==> src/rtl/c2sif_arb_pkg.sv <==
// Shared types and constants for the c2sif round-robin arbiter.
package c2sif_arb_pkg;

  typedef enum logic [1:0] {
    IDLE   = 2'd0,
    DN_REQ = 2'd1,
    UP_ACK = 2'd2,
    DN_REL = 2'd3
  } arb_state_t;

  // Return value reported to the requester when the target never answers.
  localparam logic [63:0] C2SIF_RET_TIMEOUT = '1;
  localparam int unsigned C2SIF_FN_WRITE    = 0;

endpackage

==> src/rtl/c2sif_rr_pick.sv <==
// Combinational round-robin picker: first set bit of req searching upward from ptr, wrapping.
module c2sif_rr_pick #(
  parameter int unsigned N_REQ = 4
) (
  input  logic [N_REQ-1:0]         req,
  input  logic [$clog2(N_REQ)-1:0] ptr,
  output logic                     valid,
  output logic [$clog2(N_REQ)-1:0] idx
);

  localparam int unsigned PW = $clog2(N_REQ);

  // Walk the search order backwards so the candidate closest to ptr is written last.
  always_comb begin
    logic [PW-1:0] cand;
    cand  = '0;
    valid = 1'b0;
    idx   = '0;
    for (int k = N_REQ - 1; k >= 0; k--) begin
      cand = PW'((int'(ptr) + k) % N_REQ);
      if (req[cand]) begin
        valid = 1'b1;
        idx   = cand;
      end
    end
  end

endmodule

==> src/rtl/c2sif_arb.sv <==
// Shares one downstream c2sif target between N_REQ requesters, round-robin, one
// complete four-phase transaction at a time, with a watchdog on the downstream ack.
module c2sif_arb
  import c2sif_arb_pkg::*;
#(
  parameter int unsigned N_REQ   = 4,
  parameter int unsigned IDW     = 8,
  parameter int unsigned FNW     = 4,
  parameter int unsigned DW      = 32,
  parameter int unsigned TIMEOUT = 255
) (
  input  logic                     clk,
  input  logic                     rst,
  input  logic [N_REQ-1:0]         up_req,
  input  logic [N_REQ*IDW-1:0]     up_id,
  input  logic [N_REQ*FNW-1:0]     up_fn,
  input  logic [N_REQ*DW-1:0]      up_data,
  output logic [N_REQ-1:0]         up_ack,
  output logic [DW-1:0]            up_ret,
  output logic                     dn_req,
  output logic [IDW-1:0]           dn_id,
  output logic [FNW-1:0]           dn_fn,
  output logic [DW-1:0]            dn_data,
  input  logic                     dn_ack,
  input  logic [DW-1:0]            dn_ret,
  output logic                     busy,
  output logic [$clog2(N_REQ)-1:0] grant,
  output logic                     timeout_err
);

  localparam int unsigned PW = $clog2(N_REQ);
  localparam int unsigned CW = 16;

  arb_state_t    state;
  logic [PW-1:0] rr_ptr;
  logic [PW-1:0] pick_idx;
  logic          pick_valid;
  logic [CW-1:0] wd_cnt;

  c2sif_rr_pick #(
    .N_REQ (N_REQ)
  ) u_pick (
    .req   (up_req),
    .ptr   (rr_ptr),
    .valid (pick_valid),
    .idx   (pick_idx)
  );

  always_ff @(posedge clk or posedge rst) begin
    if (rst) begin
      state       <= IDLE;
      rr_ptr      <= '0;
      grant       <= '0;
      wd_cnt      <= '0;
      up_ack      <= '0;
      up_ret      <= '0;
      dn_req      <= 1'b0;
      dn_id       <= '0;
      dn_fn       <= '0;
      dn_data     <= '0;
      busy        <= 1'b0;
      timeout_err <= 1'b0;
    end else begin
      timeout_err <= 1'b0;
      case (state)
        IDLE: begin
          if (pick_valid) begin
            grant   <= pick_idx;
            dn_id   <= up_id[pick_idx*IDW +: IDW];
            dn_fn   <= up_fn[pick_idx*FNW +: FNW];
            dn_data <= up_data[pick_idx*DW +: DW];
            dn_req  <= 1'b1;
            busy    <= 1'b1;
            wd_cnt  <= '0;
            state   <= DN_REQ;
          end
        end
        DN_REQ: begin
          // A real ack in the last watchdog cycle still wins over the timeout.
          if (dn_ack) begin
            up_ret <= dn_ret;
            up_ack <= N_REQ'(1) << grant;
            state  <= UP_ACK;
          end else if (wd_cnt == CW'(TIMEOUT - 1)) begin
            up_ret      <= DW'(C2SIF_RET_TIMEOUT);
            up_ack      <= N_REQ'(1) << grant;
            timeout_err <= 1'b1;
            dn_req      <= 1'b0;
            state       <= UP_ACK;
          end else begin
            wd_cnt <= wd_cnt + CW'(1);
          end
        end
        UP_ACK: begin
          if (!up_req[grant]) begin
            up_ack <= '0;
            dn_req <= 1'b0;
            state  <= DN_REL;
          end
        end
        DN_REL: begin
          // Also swallows a late ack that shows up after a timeout.
          if (!dn_ack) begin
            rr_ptr <= (grant == PW'(N_REQ - 1)) ? '0 : grant + PW'(1);
            busy   <= 1'b0;
            state  <= IDLE;
          end
        end
        default: state <= IDLE;
      endcase
    end
  end

endmodule
==> config.mk <==
export PLATFORM = sky130hd
export DESIGN_NAME = c2sif_arb
export DESIGN_NICKNAME = d
export VERILOG_FILES = /design/src/rtl/c2sif_arb_pkg.sv /design/src/rtl/c2sif_rr_pick.sv /design/src/rtl/c2sif_arb.sv
export SDC_FILE = /design/constraint.sdc
export NUM_CORES = 1
export LEC_CHECK = 0
export CELL_PAD_IN_SITES_DETAIL_PLACEMENT = 1
export CELL_PAD_IN_SITES_GLOBAL_PLACEMENT = 2
export CORE_ASPECT_RATIO = 2
export CORE_UTILIZATION = 25
export CTS_BUF_LIST = sky130_fd_sc_hd__clkbuf_8
export DETAILED_ROUTE_END_ITERATION = 8
export GPL_TIMING_DRIVEN = 0
export PLACE_DENSITY = 0.89
export SYNTH_ARGS = -nofsm -noshare
export SYNTH_HDL_FRONTEND = slang
export SYNTH_HIERARCHICAL = 1
export SYNTH_SLANG_ARGS = --single-unit
==> constraint.sdc <==
create_clock -name clk -period 3.98 [get_ports clk]
set_clock_uncertainty 0.05 [all_clocks]
set_input_delay 0.796 -clock clk [delete_from_list [all_inputs] [get_ports clk]]
set_output_delay 0.796 -clock clk [all_outputs]
set_load 0.02 [all_outputs]
[Yosys cells after proc, flatten, opt, wreduce, memory -nomap -nowiden]
Cells that the tools add are included.
Storage, ports and cells
  output and inout bits: 85
  logic and storage cells: 98
  bits of input ports: 215
  register bits: 105
Cells by class
  $add $sub $neg: 5
  equality and inequality tests: 12
  order comparisons: 5
  reduce and logical (&&, ||, !) cells: 14
  bitwise logic cells: 1
  shift-type cells: 4
  mux-type cells: 45
Operator list (number)
  variable part select 128 x 8 -> 32 bit: 1
  two-way mux 32 bit: 2
  two-way mux 16 bit: 3
  case mux 16 bit (2 select lines): 1
  variable part select 32 x 6 -> 8 bit: 1
  two-way mux 2 bit: 10
  two-way mux 1 bit: 17
  adder 16 x 1 -> 16 bit, second input constant: 1
  equality test 16 x 8 -> 1 bit, second input constant: 1
  variable part select 16 x 5 -> 4 bit: 1
  less-than comparator 2 x 3 -> 1 bit, second input constant: 5
  two-way mux 4 bit: 3
  inequality test 2 bit, second input constant: 6
  binary-select mux 1 bit (select 2 bit): 5
  case mux 2 bit (4 select lines): 1
  case mux 4 bit (2 select lines): 1
  AND reduction 4 bit: 2
  nonzero test 2 bit: 4
  equality test 2 bit, second input constant: 3
  AND reduction 2 bit: 3
  AND reduction 3 bit: 2
  AND reduction 5 bit: 1
  adder 2 x 1 -> 2 bit, second input constant: 2
  adder 2 bit, second input constant: 2
  other kinds (8): 8

[Logic depth before layout (Yosys ltp)]
  depth after elaboration: 9
  mapped depth: 8
  mapped depth without buffers: 6

[Cells and area by module]
Netlist, hierarchy kept.
By module, submodules not included
  c2sif_arb: area an instance 5536.6 um^2, instances 1, cells each 395, sequential area each 2627.5 um^2
  c2sif_rr_pick: area an instance 77.6 um^2, instances 1, cells each 13, sequential area each 0.0 um^2

[Worst setup path after synthesis]
OpenSTA, ideal clock, no wires.
  kind: input -> register
  start: input up_req[3]
  end: register dn_id[1]
  data required time: 3.805 ns
  arrival: 2.387 ns
  path slack: 1.418 ns
  library setup time: 0.125 ns
  stages on the path: 6
  buffers on the path: 2
  cell sequence: mux2i_1 > a211oi_2 > buf_2 > buf_2 > mux4_2 > mux2_2
Between the ends
  longest elaborated chain between the ends: 7
  elaborated cells on any way between the ends: 18
  classes of those cells: 1 x shift; 16 x mux; 1 x reduce/logical
RTL lines
  from (decl): line c2sif_arb.sv:14  | input logic [N_REQ-1:0] up_req,
  binary-select mux 1 bit (select 2 bit): line c2sif_rr_pick.sv:21  | if (req[cand]) begin
  two-way mux 1 bit (not written as such): line c2sif_rr_pick.sv:21
  two-way mux 2 bit (3 in a row): line c2sif_rr_pick.sv:21
  two-way mux 2 bit *: line c2sif_rr_pick.sv:21
  via pick_idx[0]: line c2sif_arb.sv:36  | logic [PW-1:0] pick_idx;
  variable part select 32 x 6 -> 8 bit *: line c2sif_arb.sv:69  | dn_id <= up_id[pick_idx*IDW +: IDW];
  to (signal assigned): line c2sif_arb.sv:69
  to (decl): line c2sif_arb.sv:21  | output logic [IDW-1:0] dn_id,
The timed path passes the listed nets; every way through them passes the cells marked *. The select of a mux whose other input is x is not followed.
A chain may end at the register's enable or synchronous reset.

[Worst setup path after layout]
  start: input up_req[1]
  end: register dn_data[19]
Between the ends
  longest elaborated chain between the ends: 7
  elaborated cells on any way between the ends: 18
  classes of those cells: 1 x shift; 16 x mux; 1 x reduce/logical
RTL lines
  binary-select mux 1 bit (select 2 bit): line c2sif_rr_pick.sv:21
  two-way mux 1 bit (not written as such): line c2sif_rr_pick.sv:21
  two-way mux 2 bit (3 in a row): line c2sif_rr_pick.sv:21
  two-way mux 2 bit *: line c2sif_rr_pick.sv:21
  via pick_idx[1]: line c2sif_arb.sv:36
  variable part select 128 x 8 -> 32 bit *: line c2sif_arb.sv:71  | dn_data <= up_data[pick_idx*DW +: DW];
  to (signal assigned): line c2sif_arb.sv:71
  to (decl): line c2sif_arb.sv:23  | output logic [DW-1:0] dn_data,
Marked as above.

==> flow_metrics.py <==
metrics = {
    "cells_and_area": {
        "multi_input_area_um2": 2820,
        "nFillCells": 2309,
        "final_cell_count_no_fill": 998,
        "antenna_cells": 0,
        "syn_to_final_growth_pct": 63.5,
        "drive_above_1_share": 0.177,
        "finalNetCount": 944,
        "fin_util": 0.416,
        "regArea_um2": 2630,
    },
    "logic_synthesis": {
        "synth_area_per_cell_um2": 13.8,
        "syn_nets": 634,
        "syn_inst": 408,
        "synth_seq_cells": 105,
        "synth_edf_count": 0,
        "synth-main-ff-cell": "dfrtp_1",
        "synth_warnings": 6,
        "syn_area_um2": 5610,
        "synth.area.top_cells": "dfrtp_1 47%, mux4_2 18%, mux2_2 9.4%, o22a_1 5.0%, ha_1 2.5%",
        "synth_top_area_frac": 0.468,
        "synth_seq_area_share": 0.468,
        "yosysMostFrequentCell": "dfrtp_1",
        "synthTopCellsByCount": "105 x dfrtp_1, 47 x mux2_2, 45 x mux4_2, 32 x o22a_1, 24 x nand2_1",
        "ys_types": 47,
        "async_reset_ff_frac": 1.00,
        "synth_top_cell_by_area": "dfrtp_1",
    },
    "die": {
        "die_x_um": 108,
        "io_pins": 300,
        "rows": 77,
        "initial_utilization": 0.254,
        "coreArea_um2": 22100,
        "dieHeight_um": 214,
        "die-area_um2": 23100,
    },
    "critical_path": {
        "critical-path-top-delay-family": "buffers and inverters",
        "crit_arrival_ps": 3420,
        "cp_num_buf_inv": 3,
        "cp-end-kind": "flip-flop",
        "critPathLaunchType": "input pin",
        "worstPathCellList": "clkdlybuf4s50_1 -> nor3b_1 -> a211oi_1 -> nor2_1 -> clkbuf_1 -> buf_1 -> mux4_2 -> mux2_2",
        "cpMaxStageDelayCell": "buf_1",
        "r2r_cells": 7,
        "crit_fanout": 10,
        "critPathKind": "in2reg",
        "cpPeakStageDelay_ps": 560,
        "worst-path-stages": 8,
        "critPathRequiredTime_ps": 4220,
    },
    "timing": {
        "worst_slew_pin_slew_ps": 648,
        "drv_slew": 0,
        "fmax_mhz": 314,
        "min_period_over_period": 0.800,
        "holdWs_ps": 446,
        "relSlewSlack": 0.568,
        "period_minus_slack_ps": 3180,
        "rsz0062_at_grt": "no",
        "hold_viol_final": 0,
        "setup_viol": 0,
    },
    "global_routing": {
        "grt-ovfl-total": 0,
        "met2_usage": 0.368,
        "grt_pass1_wl_um": 31000,
        "use_met3": 0.0506,
        "met1_usage": 0.155,
        "grtUsageTotal": 0.181,
        "grt_busiest_layer": "met2",
        "grt_pass1_vias": 5725,
        "grt_max_degree": 67,
        "antenna_found_initial": 0,
    },
    "route": {
        "detail_route.iter0.violations": 119,
        "first_pass_iters": 4,
        "ant_nets": 0,
        "num_vias": 4875,
        "wl_per_cell_um": 19.8,
        "routed_wl_um": 19700,
        "vias_per_cell": 4.88,
        "drcViolationCount": 0,
    },
    "pwr": {
        "vdd_drop_max_uv": 379,
        "power.leakage_nw": 3.55,
        "p_total_w": 0.00612,
        "power_density_nw_per_um2": 666,
    },
    "cts": {
        "htreeDepth": 3,
        "post-cts-setup-buffer-count": 0,
        "cts-buffers-inserted": 9,
        "cts_sinks": 105,
        "clk_pin_slew_ps": 100,
        "postCtsHoldBufs": 0,
        "ctsLongestPathBuffers": 2,
        "cts_tree": "done",
        "root_buffer": "clkbuf_8",
        "ctsResizeCount": 0,
        "clk_latency_ps": 390,
    },
    "place": {
        "gp_congestion": 0.756,
        "port_buffers": 298,
        "post-dp-hpwl_um": 16300,
        "place_inst": 983,
    },
    "hold_path": {
        "min_path_type": "reg2reg",
        "hold_depth": 1,
    },
    "status": {
        "status": "finished clean",
    },
    "job": {
        "cap_violations": 0,
    },
}
==> power by group <==
group | internal (W) | switching, W | total, W
registers | 0.00154 | 0.000298 | 0.00184
logic | 0.00185 | 0.00169 | 0.00354
clock network | 0.000349 | 0.000389 | 0.000738
total | 0.00374 | 0.00238 | 0.00612
==> stage by stage <==
| stage | setup WS [ps] | instance area, um2 | TNS [ps] |
|---|---|---|---|
| after floorplan | 373 | 5610 | 0 |
| after global placement | -1480 | 8940 | -154540 |
| after detailed placement | 349 | 8970 | 0 |
| after CTS | 809 | 9180 | 0 |
| after global routing | 612 | 9180 | 0 |
| final | 796 | 9180 | 0 |
==> routing by layer <==
layer	routed length, um	vias up
met2	12100	224
met3	1230	31
met4	598	0
li1	-	2202
met1	5830	2418
met5	0	-
==> flip-flops by register name, indices dropped and copies added, names as in the netlist <==
name / cells
dn_data: 32
state: 2
dn_req: 1
busy: 1
wd_cnt: 16
up_ack: 4
grant: 2
rr_ptr: 2
dn_fn: 4
up_ret: 32
dn_id: 8
timeout_err: 1
==> area by class of cell <==
cell class                 count  area share
buffer                        26      0.0146
clock buffer                   9      0.0135
clock inverter                 6     0.00900
inverter                       9     0.00395
multi-input combinational    268       0.307
sequential                   105       0.286
tap                          276      0.0376
timing repair buffer         299       0.328
==> final timing paths <==
path | start | end | slack [ps]
hold / removal | up_ret[17] | up_ret[17] | 450
max in group asynchronous | rst | dn_data[0] | 2410
setup reg to reg | rr_ptr[1] | dn_data[19] | 1230
setup / recovery | up_req[1] | dn_data[19] | 800
hold reg to reg | up_ret[17] | up_ret[17] | 450
min in group asynchronous | rst | up_ret[22] | 740
==> worst reg2reg max path, stage by stage, from the launching register on <==
cell and delay [ps]:
dfrtp_1 460, nor3b_1 210, a211oi_1 70, nor2_1 90
clkbuf_1 470, buf_1 570, mux4_2 450, mux2_2 280
==> kinds of logic (layout without fill, tap and decap cells) <==
group                      after synthesis  after routing  synth area share
muxes                                  104            104             0.296
adders and majority gates               11             11            0.0245
DFF                                    105            105             0.468
AOI/OAI and AO/OA                       63             63            0.0900
and+or+nand+nor                         90             90            0.0912
buffers and inverters                   35            349            0.0299
==> placed cells by master, fill, tap and decap left out, types with 3 or more instances in the layout <==
cell | Yosys | routed
a21oi_1 | 4 | 4
a22o_1 | 4 | 4
buf_2 | 8 | 8
buf_6 | 3 | 3
clkbuf_1 | 13 | 13
clkbuf_8 | 0 | 9
clkdlybuf4s50_1 | 0 | 298
dfrtp_1 | 105 | 105
ha_1 | 11 | 11
inv_1 | 9 | 9
mux2_2 | 47 | 47
mux2i_1 | 11 | 11
mux4_2 | 45 | 45
nand2_1 | 24 | 24
nand2b_1 | 15 | 15
nand3_1 | 9 | 9
nand4_1 | 3 | 3
nor2_1 | 8 | 8
nor3_1 | 4 | 4
nor4_1 | 8 | 8
o211ai_1 | 6 | 6
o21ai_0 | 8 | 8
o22a_1 | 32 | 32
(Power assumes the default switching activity.)
